## config.mk

```make
export PLATFORM = sky130hd
export DESIGN_NAME = regs_dump_reader_flat
export DESIGN_NICKNAME = d
export VERILOG_FILES = /design/src/rtl/regs_dump_reader_if.sv /design/src/rtl/regs_dump_reader.sv /design/src/flat_wrapper.sv
export SDC_FILE = /design/constraint.sdc
export NUM_CORES = 1
export LEC_CHECK = 0
export ABC_AREA = 0
export CORE_ASPECT_RATIO = 1.1
export CORE_MARGIN = 2
export CORE_UTILIZATION = 38
export CTS_CLUSTER_DIAMETER = 150
export DETAILED_ROUTE_END_ITERATION = 8
export PLACE_DENSITY = 0.72
export SLEW_MARGIN = 25
export SYNTH_ARGS = -nofsm -noshare
export SYNTH_HDL_FRONTEND = slang
export SYNTH_SLANG_ARGS = --single-unit
```

## constraint.sdc

```tcl
create_clock -name clk -period 1.5 [get_ports clk]
set_clock_uncertainty 0.1 [all_clocks]
set_input_delay 0.3 -clock clk [delete_from_list [all_inputs] [get_ports clk]]
set_output_delay 0.3 -clock clk [all_outputs]
set_load 0.1 [all_outputs]
```

## src/rtl/regs_dump_reader_if.sv

```systemverilog
// Bundle of the dump reader's start request, register-file read port
// and beat stream. The master side is the dump reader itself; the
// slave side is whoever requests dumps, serves reads and consumes beats.
interface regs_dump_reader_if;
   logic        start;
   logic [4:0]  firstReg;
   logic [4:0]  lastReg;
   logic [4:0]  regNum;
   logic [31:0] regReadData;
   logic        dumpValid;
   logic        dumpReady;
   logic [4:0]  dumpNum;
   logic [31:0] dumpData;
   logic        busy;
   logic        done;

   modport master (
      input  start,
      input  firstReg,
      input  lastReg,
      output regNum,
      input  regReadData,
      output dumpValid,
      input  dumpReady,
      output dumpNum,
      output dumpData,
      output busy,
      output done
   );

   modport slave (
      output start,
      output firstReg,
      output lastReg,
      input  regNum,
      output regReadData,
      input  dumpValid,
      output dumpReady,
      input  dumpNum,
      input  dumpData,
      input  busy,
      input  done
   );
endinterface

```

## src/rtl/regs_dump_reader.sv

```systemverilog
// Read-only debug client of the register file. A start request latches
// an inclusive register range, then each register is read through one
// combinational read port and streamed out as a {number, data} beat on
// a valid/ready handshake. A one-cycle done pulse closes the range.
module regs_dump_reader #(
   parameter bit SKIP_X0 = 1'b0,
   parameter int MAX_REG = 31
) (
   input logic                clk,
   input logic                reset,
   regs_dump_reader_if.master bus
);

   typedef enum logic [1:0] {
      IDLE,
      READ,
      HOLD,
      FIN
   } stateType;

   localparam logic [4:0] MaxReg = 5'(MAX_REG);

   stateType   state;
   logic [4:0] cur;
   logic [4:0] last;
   logic [4:0] clampedLast;
   logic       skipCur;

   // Upper bound of the requested range, clamped to the highest legal index
   // so an oversize request simply stops at the top of the register file.
   always_comb begin
      clampedLast = bus.lastReg;
      if (bus.lastReg > MaxReg) begin
         clampedLast = MaxReg;
      end
   end

   // x0 is optionally suppressed; it never produces a beat when enabled.
   always_comb begin
      skipCur = SKIP_X0 && (cur == 5'd0);
   end

   // The read address only points at a real register while a capture is
   // pending, so the shared read port sees address 0 at all other times.
   always_comb begin
      bus.regNum = 5'd0;
      if (state == READ) begin
         bus.regNum = cur;
      end
   end

   // Status flags decode straight from the state register.
   always_comb begin
      bus.busy = (state != IDLE);
      bus.done = (state == FIN);
   end

   // Main walk: latch the range, capture one register per READ cycle, hold
   // the beat until the consumer takes it, and test for the end of range
   // before incrementing so a range ending at the top never wraps to x0.
   always_ff @(posedge clk) begin
      if (reset) begin
         state         <= IDLE;
         cur           <= 5'd0;
         last          <= 5'd0;
         bus.dumpValid <= 1'b0;
         bus.dumpNum   <= 5'd0;
         bus.dumpData  <= 32'd0;
      end else begin
         case (state)
            IDLE: begin
               if (bus.start) begin
                  cur  <= bus.firstReg;
                  last <= clampedLast;
                  if (bus.firstReg > clampedLast) begin
                     state <= FIN;
                  end else begin
                     state <= READ;
                  end
               end
            end
            READ: begin
               if (skipCur) begin
                  if (cur == last) begin
                     state <= FIN;
                  end else begin
                     cur <= cur + 5'd1;
                  end
               end else begin
                  bus.dumpData  <= bus.regReadData;
                  bus.dumpNum   <= cur;
                  bus.dumpValid <= 1'b1;
                  state         <= HOLD;
               end
            end
            HOLD: begin
               if (bus.dumpReady) begin
                  bus.dumpValid <= 1'b0;
                  if (cur == last) begin
                     state <= FIN;
                  end else begin
                     cur   <= cur + 5'd1;
                     state <= READ;
                  end
               end
            end
            FIN: begin
               state <= IDLE;
            end
            default: begin
               state <= IDLE;
            end
         endcase
      end
   end

endmodule

```

## src/flat_wrapper.sv

```systemverilog
// flat-port wrapper written by rule: the top's interface ports become plain ports
module regs_dump_reader_flat 
#(
   parameter bit SKIP_X0 = 1'b0,
   parameter int MAX_REG = 31
)
  (clk, reset, bus_start, bus_firstReg, bus_lastReg, bus_regNum, bus_regReadData, bus_dumpValid, bus_dumpReady, bus_dumpNum, bus_dumpData, bus_busy, bus_done);
  regs_dump_reader_if bus_i ();
  input logic clk;
  input logic reset;
  input wire logic [$bits(bus_i.start)-1:0] bus_start;
  input wire logic [$bits(bus_i.firstReg)-1:0] bus_firstReg;
  input wire logic [$bits(bus_i.lastReg)-1:0] bus_lastReg;
  output wire logic [$bits(bus_i.regNum)-1:0] bus_regNum;
  input wire logic [$bits(bus_i.regReadData)-1:0] bus_regReadData;
  output wire logic [$bits(bus_i.dumpValid)-1:0] bus_dumpValid;
  input wire logic [$bits(bus_i.dumpReady)-1:0] bus_dumpReady;
  output wire logic [$bits(bus_i.dumpNum)-1:0] bus_dumpNum;
  output wire logic [$bits(bus_i.dumpData)-1:0] bus_dumpData;
  output wire logic [$bits(bus_i.busy)-1:0] bus_busy;
  output wire logic [$bits(bus_i.done)-1:0] bus_done;
  assign bus_i.start = bus_start;
  assign bus_i.firstReg = bus_firstReg;
  assign bus_i.lastReg = bus_lastReg;
  assign bus_regNum = bus_i.regNum;
  assign bus_i.regReadData = bus_regReadData;
  assign bus_dumpValid = bus_i.dumpValid;
  assign bus_i.dumpReady = bus_dumpReady;
  assign bus_dumpNum = bus_i.dumpNum;
  assign bus_dumpData = bus_i.dumpData;
  assign bus_busy = bus_i.busy;
  assign bus_done = bus_i.done;
  regs_dump_reader #(.SKIP_X0(SKIP_X0), .MAX_REG(MAX_REG)) u_core (.clk(clk), .reset(reset), .bus(bus_i));
endmodule
```

# After elaboration in Yosys (flattened, before gate mapping)
# Index checks and enable logic that the tools add are counted.
totals:
  register_bits: 50
  out_inout_bits: 45
classes:
  muxes: 13
  n_lt_le_gt_ge: 2
  n_eq_ne: 7
  reduce_logical: 8
  n_addsub: 1
ops:
  columns: ["op", "n"]
  rows:
  - ["two-way mux 5 bit", 5]
  - ["one-hot mux 5 bit (2 select lines)", 1]
  - ["two-way mux 2 bit", 4]
  - ["one-hot mux 2 bit (4 select lines)", 1]
  - ["!= test 2 bit (second input constant)", 3]
  - ["AND reduction 2 bit", 3]
  - ["nonzero test 2 bit", 3]
  - ["adder 5 x 1 -> 5 bit (second input constant)", 1]
  - ["equality test 5 bit", 1]
  - ["greater-than comparator 5 bit", 1]
  - ["greater-than comparator 5 bit (second input constant)", 1]
  - ["equality test 2 bit (second input constant)", 2]
  - ["AND reduction 4 bit", 1]
  - ["equality test 2 x 1 -> 1 bit (second input constant)", 1]
  - ["logical NOT 2 bit", 1]
  - ["one-hot mux 1 bit (2 select lines)", 1]
  - ["two-way mux 1 bit", 1]

# Depth between registers and ports, before layout
logic_depth:
  depth_word: 6
  ltp_mapped: 7
  depth_no_buf: 7

# Worst setup path before layout
# No wires, ideal clock.
synth_path:
  path_type: "flip-flop to output port"
  start: "register u_core.state[1]"
  end: "output port bus_regNum[2]"
  path_slack_ps: -247
  t_required_ps: 1100
  t_arrival_ps: 1347
  path_stages_with_launch: 5
  n_path_buf: 1
  cell_sequence: "dfxtp_1 and2b_1 buf_2 nand2_1 inv_1"
synth_via:
  elab_chain_cells: 2
synth_lines:
  columns: ["element", "line_no", "text"]
  rows:
  - ["start, declared", "regs_dump_reader.sv:23", "stateType state;"]
  - ["start signal, assigned", "regs_dump_reader.sv:63", "state <= IDLE;"]
  - ["start signal, assigned", "regs_dump_reader.sv:76", "state <= FIN;"]
  - ["start signal, assigned", "regs_dump_reader.sv:78", "state <= READ;"]
  - ["equality test 2 x 1 -> 1 bit", "regs_dump_reader.sv:47", "if (state == READ) begin"]
  - ["two-way mux 5 bit", "regs_dump_reader.sv:47", null]
  - ["end, declared", "flat_wrapper.sv:14", "output wire logic [$bits(bus_i.regNum)-1:0] bus_regNum;"]
# Every way passes these cells.

# Final worst setup path
layout_path:
  start: "register u_core.state[1]"
  end: "output port bus_regNum[4]"
# Same word-level chain as after synthesis.

==> metrics <==
Die ar. just over 6000 sq um; Worst Hold Class in2reg; Die Ht just over 80 microns; Post-Place Cells roughly 440; Worst-Margin Slew approximately 0.37 ns; Max Cap Viol 0; most common cell in the synthesized netlist nand2_1; status finished with violations; clk buf depth 2; Sum Neg Setup Slack -1.85 ns; Total Wirelength around 6200 microns; Final Core Density 0.760; Tot GR Track Use 0.200; nets@finish around 440; fin worst setup slack -0.231 ns; number of flops mapped to enable cells by yosys 0; first-pass GRT wire length between 9000 and 10000 microns; core area around 5400 sq um; Slew headroom 0.755; chip width about 75 microns; cell taking the most area after synthesis dfxtp_1; Leak about 0.0016 uW; Hold Vio Cnt, Final 0; post-synth top area share 0.474; largest net degree at the start of global routing 38; initial antenna violation count 0; Crit Path Category reg2out; fraction of layout cells with a size suffix above 1 0.343; Fmax achieved 0.578 GHz; Initial Utilization 0.394; CP arrival 1.33 ns; GP Congestion between 0.7 and 0.8; Synth Area per Inst between 7 and 8 sq um; Top FF cell, synth dfxtp_1; Met1 Wirelength 2440 microns; Rows 28; CTS root buf clkbuf_8; TritonCTS clock tree done; Ys Warns 0; Wirelength per Cell ~13 microns; Gate Count Post-Synth 270; #FFs+latches synth 50; number of global-route vias before repair about 2200; top post-synthesis cells by area dfxtp_1, nand2_1, a21oi_1, ha_1, mux2i_1; Synth Net Count around 320; CTS Sinks 50; I/O pin count a little over 90; Final Instance Count excl. Fillers 460; Critical Path Start Type register; pre-CTS WS -0.480 ns; Reg clk slew, reported paths about 0.090 ns; Tmin final between 1.5 and 2 ns; DRT iter0 DRCs between 60 and 70; Post-DP HPWL about 4200 microns; post-route ant nets 0; Post-Syn Area around 2100 sq um; Max IR drop VDD ~0.00063 V; H-tree Lvls 2; Syn-to-layout area delta 92.8%; Num CTS Buffers 5; pwr/cell area roughly 1000 nW/um^2; Distinct cells, synth 29; Slew Viols, Final 0; filler cell count between 300 and 400; Final Setup Violations 12; top sig layer met4; IO buf count 90; worst endpoint required time 1.10 ns; Pre-antenna DRT Iters 4; Post-synth ARST share 0; metal3 WL about 340 microns; Synth top cells by count nand2_1, dfxtp_1, a21oi_1; failing checks negative setup slack; Tcrit/Tclk final 1.15; Critical Path End Type output port; Inserted Diodes 0; # DRC 0; RSZ-0062 raised after global routing true; Vias/cell 4.81; CP max FO 7; met2 wire len roughly 3300 microns; post-synthesis sequential area ratio 0.474; GRT overflow 0; Clock Latency Late Sink ~0.3 ns; DR vias 2212
metrics by stage:
| step | power (uW) | instance area, sq um | hold WS [ns] |
|---|---|---|---|
| 6_report | 4130 | 4080 | 0.200 |
| 5_1_grt | 4300 | 4080 | 0.207 |
| 4_1_cts | 4110 | 4010 | 0.189 |
| 3_5_place_dp | 3260 | 3760 | 0.383 |
| 3_3_place_gp | 3230 | 3760 | 0.379 |
| 2_1_floorplan | 2570 | 2190 | 0.336 |
registers in the layout (all words and copies together), names as in the netlist:
signal and count:
u_core.last 5, u_core.cur 5, u_core.bus.dumpValid 1, u_core.state 2, u_core.bus.dumpNum 5, u_core.bus.dumpData 32
worst max-delay path, stage by stage, from the launching register on:
cell and delay (ns):
dfxtp_4 0.35, and2b_1 0.20, buf_12 0.15, nand2_4 0.08, clkinvlp_4 0.08, buf_12 0.16
per-layer routing:
| metal | global-route usage | vias up |
|---|---|---|
| met3 | 0.0558 | 13 |
| met4 | 0.0589 | 0 |
| met1 | 0.223 | 1031 |
| met5 | 0 | - |
| li1 | - | 1103 |
| met2 | 0.366 | 65 |
cell type report:
| cell class | instances | area, sq um | area share |
|---|---|---|---|
| timing repair buffer | 124 | 1630 | 0.400 |
| multi-input combinational | 190 | 1180 | 0.290 |
| sequential | 50 | 1020 | 0.250 |
| tap | 75 | 93.8 | 0.0230 |
| clock buffer | 6 | 72.6 | 0.0178 |
| inverter | 13 | 67.6 | 0.0166 |
| clock inverter | 2 | 13.8 | 0.00338 |
timing repair:
action / in CTS / in global routing
hold buffers: 0 / 0
gates resized for setup: 36 / 15
pin swaps: 16 / 9
endpoints found under the setup margin: 18 / 18
setup buffers: 8 / 0
cells in the final DEF, fill, tap and decap left out, types with 3 or more instances in the layout:
cell,instances
clkdlybuf4s50_1,34
dlygate4sd2_1,7
nor3_2,3
clkinvlp_4,5
nand2b_1,5
dlymetal6s2s_1,3
clkbuf_8,5
nand2_1,74
inv_2,4
inv_1,4
buf_4,31
xnor2_2,3
dfxtp_1,42
a21oi_2,3
ha_4,5
dfxtp_2,5
o21ai_1,3
nand2_4,4
dfxtp_4,3
nor2_1,11
a21oi_1,44
buf_12,47
mux2i_1,7
logic make-up (layout without fill, tap and decap cells):
kind of cell,after synthesis,after routing,synth area share
flops,50,50,0.474
xor+xnor,5,5,0.0207
mux,7,7,0.0332
compound gates,56,56,0.145
fa+ha+maj,6,6,0.0355
buf+inv,30,145,0.0604
simple gates,116,116,0.231
path summary, 6_finish.rpt:
kind / from / endpoint / slack (ns) / cells past startpoint
setup / recovery: u_core.state[1] / bus_regNum[4] / -0.23 / 5
hold / removal: reset / u_core.state[0] / 0.20 / 3
setup reg to reg: u_core.last[0] / u_core.cur[2] / -0.13 / 5
hold reg to reg: u_core.bus.dumpData[16] / u_core.bus.dumpData[16] / 0.39 / 2
where the power goes:
group / leakage [uW] / internal, uW / switching (uW)
Sequential: 0.000412 / 1440 / 113
Combinational: 0.00119 / 741 / 1060
Clock: 0.0000452 / 330 / 447
Total: 0.00165 / 2510 / 1620
Power figures use the tool's default switching activity.
